===== src/rtl/median_pkg.sv =====
// Shared definitions for the median window sequencer: FSM encoding, pixel width
// and the default window geometry of the median chain.
package median_pkg;

    localparam int PX_W = 8;
    localparam logic [10:0] BUFF_SIZE = 11'd1024;
    localparam int MAX_INFLIGHT = 4;
    localparam int MEDIAN_POS = 512;
    localparam logic [PX_W-1:0] DEFAULT_PIVOT = 8'd128;

    typedef enum logic [1:0] {
        IDLE   = 2'd0,
        STREAM = 2'd1,
        STALL  = 2'd2
    } seq_state_t;

endpackage


===== src/rtl/median_inflight_counter.sv =====
// Up/down counter of windows issued to the median chain whose result has not yet
// come back; saturates at both ends and holds when inc and dec coincide.
module median_inflight_counter #(
    parameter int MAX_COUNT = 4,
    parameter int CNT_W     = $clog2(MAX_COUNT + 1)
) (
    input  logic             clock,
    input  logic             reset,
    input  logic             inc,
    input  logic             dec,
    output logic [CNT_W-1:0] count,
    output logic             full,
    output logic             zero
);

    assign full = (count == CNT_W'(MAX_COUNT));
    assign zero = (count == '0);

    always_ff @(posedge clock or posedge reset) begin
        if (reset) begin
            count <= '0;
        end else if (inc && dec) begin
            count <= count;
        end else if (inc && !full) begin
            count <= count + 1'b1;
        end else if (dec && !zero) begin
            count <= count - 1'b1;
        end
    end

endmodule


===== src/rtl/median_window_sequencer.sv =====
// Cuts the source pixel stream into fixed windows for the median chain, bounds the
// number of windows in flight and forwards the returned medians in order.
module median_window_sequencer #(
    parameter int BUFF_SIZE     = int'(median_pkg::BUFF_SIZE),
    parameter int BUFF_SIZE_BIT = $clog2(BUFF_SIZE) + 1,
    parameter int MAX_INFLIGHT  = median_pkg::MAX_INFLIGHT,
    parameter int INFL_BIT      = $clog2(MAX_INFLIGHT + 1)
) (
    input  logic                        clock,
    input  logic                        reset,
    input  logic                        enable,
    input  logic [median_pkg::PX_W-1:0] in_px,
    input  logic                        in_px_empty,
    output logic                        in_px_rd,
    output logic [median_pkg::PX_W-1:0] dp_px,
    output logic                        dp_px_wr,
    input  logic                        dp_px_full,
    input  logic [median_pkg::PX_W-1:0] dp_median,
    input  logic                        dp_median_empty,
    output logic                        dp_median_rd,
    output logic [median_pkg::PX_W-1:0] out_median,
    output logic                        out_median_wr,
    input  logic                        out_median_full,
    output logic                        busy,
    output logic [15:0]                 windows_done,
    output logic                        err_unexpected
);

    import median_pkg::*;

    seq_state_t               state;
    seq_state_t               next_state;
    logic [BUFF_SIZE_BIT-1:0] px_cnt;
    logic [INFL_BIT-1:0]      inflight;
    logic                     infl_full;
    logic                     infl_zero;
    logic                     xfer;
    logic                     rxfer;
    logic                     win_last;
    logic                     can_issue;
    logic                     close_to_full;

    assign xfer     = (state == STREAM) && !in_px_empty && !dp_px_full;
    assign win_last = xfer && (px_cnt == BUFF_SIZE_BIT'(BUFF_SIZE - 1));
    assign rxfer    = !dp_median_empty && !out_median_full && !infl_zero;

    // A median leaving this cycle already frees a slot for the next window.
    assign can_issue     = !infl_full || rxfer;
    assign close_to_full = (inflight == INFL_BIT'(MAX_INFLIGHT - 1)) && !rxfer;

    assign dp_px      = in_px;
    assign out_median = dp_median;

    median_inflight_counter #(
        .MAX_COUNT (MAX_INFLIGHT),
        .CNT_W     (INFL_BIT)
    ) u_inflight (
        .clock (clock),
        .reset (reset),
        .inc   (win_last),
        .dec   (rxfer),
        .count (inflight),
        .full  (infl_full),
        .zero  (infl_zero)
    );

    always_ff @(posedge clock or posedge reset) begin
        if (reset) begin
            px_cnt <= '0;
        end else if (win_last) begin
            px_cnt <= '0;
        end else if (xfer) begin
            px_cnt <= px_cnt + 1'b1;
        end
    end

    // A result with nothing outstanding is never read; it only latches the error flag.
    always_ff @(posedge clock or posedge reset) begin
        if (reset) begin
            windows_done   <= '0;
            err_unexpected <= 1'b0;
        end else begin
            if (rxfer) begin
                windows_done <= windows_done + 16'd1;
            end
            if (!dp_median_empty && infl_zero) begin
                err_unexpected <= 1'b1;
            end
        end
    end

    always_ff @(posedge clock or posedge reset) begin
        if (reset) begin
            state <= IDLE;
        end else begin
            state <= next_state;
        end
    end

    always_comb begin
        next_state = state;
        case (state)
            IDLE: begin
                if (enable && can_issue) begin
                    next_state = STREAM;
                end
            end
            STREAM: begin
                if (win_last) begin
                    if (!enable) begin
                        next_state = IDLE;
                    end else if (close_to_full) begin
                        next_state = STALL;
                    end
                end
            end
            STALL: begin
                if (!enable) begin
                    next_state = IDLE;
                end else if (can_issue) begin
                    next_state = STREAM;
                end
            end
            default: next_state = IDLE;
        endcase
    end

    always_comb begin
        in_px_rd      = xfer;
        dp_px_wr      = xfer;
        dp_median_rd  = rxfer;
        out_median_wr = rxfer;
        busy          = (state != IDLE) || !infl_zero;
    end

endmodule


===== config.mk =====
export PLATFORM = sky130hd
export DESIGN_NAME = median_window_sequencer
export DESIGN_NICKNAME = d
export VERILOG_FILES = /design/src/rtl/median_pkg.sv /design/src/rtl/median_inflight_counter.sv /design/src/rtl/median_window_sequencer.sv
export SDC_FILE = /design/constraint.sdc
export NUM_CORES = 1
export LEC_CHECK = 0
export BUFFER_PORTS_ARGS = -buffer_cell sky130_fd_sc_hd__buf_2
export CORE_MARGIN = 8
export CORE_UTILIZATION = 49
export DETAILED_ROUTE_END_ITERATION = 16
export PLACE_DENSITY_LB_ADDON = 0.15
export SLEW_MARGIN = 30
export SYNTH_ARGS = -nofsm -noshare
export SYNTH_HDL_FRONTEND = slang
export SYNTH_HIERARCHICAL = 1
export SYNTH_SLANG_ARGS = --single-unit

===== constraint.sdc =====
create_clock -name clock -period 3.7 [get_ports clock]
set_input_delay 0 -clock clock [delete_from_list [all_inputs] [get_ports clock]]
set_output_delay 0 -clock clock [all_outputs]
set_load 0.03 [all_outputs]

==> impl_metrics.toml <==
[worst_setup_path]
crit_path_max_incr_delay_ns = 0.68
cp_slowest_cell = "sky130_fd_sc_hd__or4b_1"
worstPathCellList = "or4b_1, nor4_4, buf_4, nand2b_1, fa_1, nand2b_1, o311ai_1, a21boi_1"
crit-reg2reg-capture = "u_inflight/count[2]"
depth_of_the_worst_register_to_register_path = 8
worst_setup_path_startpoint = "state[1]"
timing.critical_path.from_type = "flop"
setup.worst_path.class = "reg -> reg"
cp_common_cell = "sky130_fd_sc_hd__nand2b_1"
timing.critical_path.arrival_ns = 3.13
regToRegStartpoint = "state[1]"
r2r_setup_slack_ns = 0.84
worstPathRequired_ns = 3.97
critical_path_peak_fanout = 16
setup.worst_path.end_class = "flop"

[cells_and_area]
antenna_cells = 0
stdcell_area_um2 = 1957
num-nets-final = 218
final.fill_count = 287
instances_no_fill = 239
syn_to_final_growth_pct = 11.00
layout-drive-gt1-share = 0.2228

[yosys]
netlist_top_cells_count = "33 x sky130_fd_sc_hd__dfrtp_1, 19 x sky130_fd_sc_hd__buf_4, 15 x sky130_fd_sc_hd__xnor2_1"
post-synth-top-area-cell = "sky130_fd_sc_hd__dfrtp_1"
warning_count_from_the_yosys_run = 6
synth_most_common_cell = "sky130_fd_sc_hd__dfrtp_1"
avgSynthCellArea_um2 = 10.19
top_flip_flop_cell_by_instance_count_after_synthesis = "sky130_fd_sc_hd__dfrtp_1"
synth_seq_cells = 33
synth_seq_area_share = 0.4684
netlist_instances = 173
async_flop_share = 1.000
synth_top_area_frac = 0.4684
post_synth_net_total = 199
netlist-cell-type-count = 37
synth.area.top_cells = "sky130_fd_sc_hd__dfrtp_1 47%, sky130_fd_sc_hd__buf_4 8.1%, sky130_fd_sc_hd__xnor2_1 7.5%, sky130_fd_sc_hd__xor2_1 3.5%, sky130_fd_sc_hd__nand4_1 2.8%"
number_of_enable_flip_flop_cells_after_synthesis = 0
synth.cell_area_um2 = 1763

[sta]
finalSetupViolCount = 0
unrepaired_setup_endpoints_after_global_routing = "false"
timing_worst_slew_pin_value_ns = 0.8378
tns_ns = 0
final_critical_path_setup_slack_ns = 0.8390
fin_crit_sh = 0.7732
timing.slew.headroom = 0.4384
timing_max_transition_violations_final = 0
clock-skew-final_ns = 0.004423
max_freq_mhz = 349.5
hold_viol = 0
finalWorstPathRequiredPeriod_ns = 2.861

[placed_design]
pre_cts_ws_ns = 0.8741
postPlaceCellArea_um2 = 1824
routabilityCongestion = 0.7915
hpwlAfterDp_mm = 2.519
port_buffers = 28
placedCellCount = 228

[clocking]
cts.sink_count = 33
worst_skew_pair.late_latency_ns = 0.34
clockRootBuffer = "sky130_fd_sc_hd__clkbuf_4"
cts_tree = "done"
clockBufferDepth = 2
clkTransAtPathRegs_ns = 0.10
cts-buffers-inserted = 5
cts-resized-gates = 0
cts_max_level = 2

[power_and_ir_drop]
report.power.total_w = 0.001185
leakagePower_nw = 0.9563
power.ir.vdd_worst_uv = 305.1
power.density_nw_per_um2 = 605.7

[routing]
detail-route-antenna-nets = 0
wire_per_inst_um = 14.14
detailedRoute.firstPassIterationCount = 4
drt-total-wl_mm = 3.380
routed-via-count = 1263
drc = 0
drt_iter0_drc = 82
route.detailed.vias_per_inst = 5.285

[hold_path]
holdPathEnd = "out_median[4]"
worst_hold_path_type = "in -> out"
hold_path_depth = 0
hold_path_startpoint = "dp_median[4]"

[floorplan]
row_count = 21
die_ar_um2 = 5773
start_util = 0.5201
floorplan.die.height_um = 75.98
core_region_area_um2 = 3390
die_w_um = 75.98
boundaryPins = 61

[global_route]
global_route.overflow_total = 0
via_count_of_the_first_global_routing_pass = 1268
grt_start_max_net_pins = 24
grt_antenna_before_repair = 0
groute.usage.overall = 0.1244
wire_length_of_the_first_global_routing_pass_mm = 5.947

[flow_run]
max_cap_violations = 0

[run_status]
status = "complete, no violations"
-- what timing repair did --
item                                   4_1_cts  5_1_grt
hold buffers                                 3        0
endpoints found under the hold margin       13        0
setup endpoints to repair                    0        0
setup buffers                                0        0
-- per-layer routing --
metal | GRT usage | share of wire | vias to the layer above
met5 | 0 | 0 | -
met4 | 0.1078 | 0.051 | 0
met3 | 0.03184 | 0.057 | 26
met2 | 0.1859 | 0.44 | 44
met1 | 0.1448 | 0.45 | 581
li1 | - | - | 612
-- worst max-delay path, delay by kind of cell (launching register included) --
kind / cells / cell delay (ns)
AO/OA/AOI/OAI: 2 / 0.47
adder cells (fa/ha/maj): 1 / 0.38
buffers and inverters: 1 / 0.25
flip-flops: 1 / 0.42
AND/OR/NAND/NOR: 4 / 1.27
-- cell type report --
type	instances	area (um2)	area share
flip-flops and latches	33	825.8	0.4220
clock inverters	3	65.06	0.03325
inverters	9	33.78	0.01726
clock buffers	5	37.54	0.01918
well taps	46	57.56	0.02941
repair buffers	33	185.2	0.09463
multi-input cells	110	752.0	0.3843
-- cells by family after synthesis --
family,share of synthesized area
flip-flops,0.4684
AND/OR/NAND/NOR,0.2065
buffers and inverters,0.1050
adder cells (fa/ha/maj),0.02555
XOR/XNOR,0.1185
multiplexers,0.006387
AO/OA/AOI/OAI,0.06955
-- power breakdown --
part	leakage, nW	internal (W)	switching, W
logic	0.474	0.000123	0.000186
registers	0.427	0.000435	0.000105
clock network	0.0552	0.000209	0.000127
-- cells in the final DEF, fill, tap and decap left out, drive strengths merged --
cell / instances
ha: 2
and4: 3
fa: 1
a21oi: 1
o311ai: 1
o21ai: 6
or2: 1
o21a: 2
nor4: 1
nor3: 7
bufinv: 2
dfrtp: 33
and3: 3
o31a: 1
clkinv: 1
a21boi: 1
dlygate4sd3: 3
nand4: 8
nand3: 9
clkbuf: 5
inv: 9
o211a: 1
nor2: 12
mux2: 1
a21o: 2
o22ai: 1
xor2: 8
xnor2: 15
nand2: 12
nand2b: 3
o31ai: 1
nand3b: 5
buf: 30
a221oi: 1
or4b: 1
-- worst max path at each step --
stage                          end  slack, ns
6_report       u_inflight/count[2]       0.84
5_1_grt        u_inflight/count[2]       0.63
4_1_cts        u_inflight/count[2]       0.83
3_5_place_dp   u_inflight/count[2]       0.87
3_3_place_gp   u_inflight/count[2]       0.97
2_1_floorplan  u_inflight/count[2]       0.91
-- flip-flops by register name, summed over array words and instances (netlist names) --
name / cells
windows_done: 16
u_inflight/count: 3
err_unexpected: 1
px_cnt: 11
state: 2
-- metrics by stage --
| step | hold slack (ns) | utilization |
|---|---|---|
| after floorplan | -0.2464 | - |
| after global placement | -0.1143 | 0.5382 |
| after detailed placement | -0.1154 | 0.5382 |
| after CTS | 0.0003539 | 0.5773 |
| after global routing | 0.00003869 | 0.5773 |
| final | 0.00001101 | 0.5773 |
Note: power is estimated with default switching activity, not from simulation.
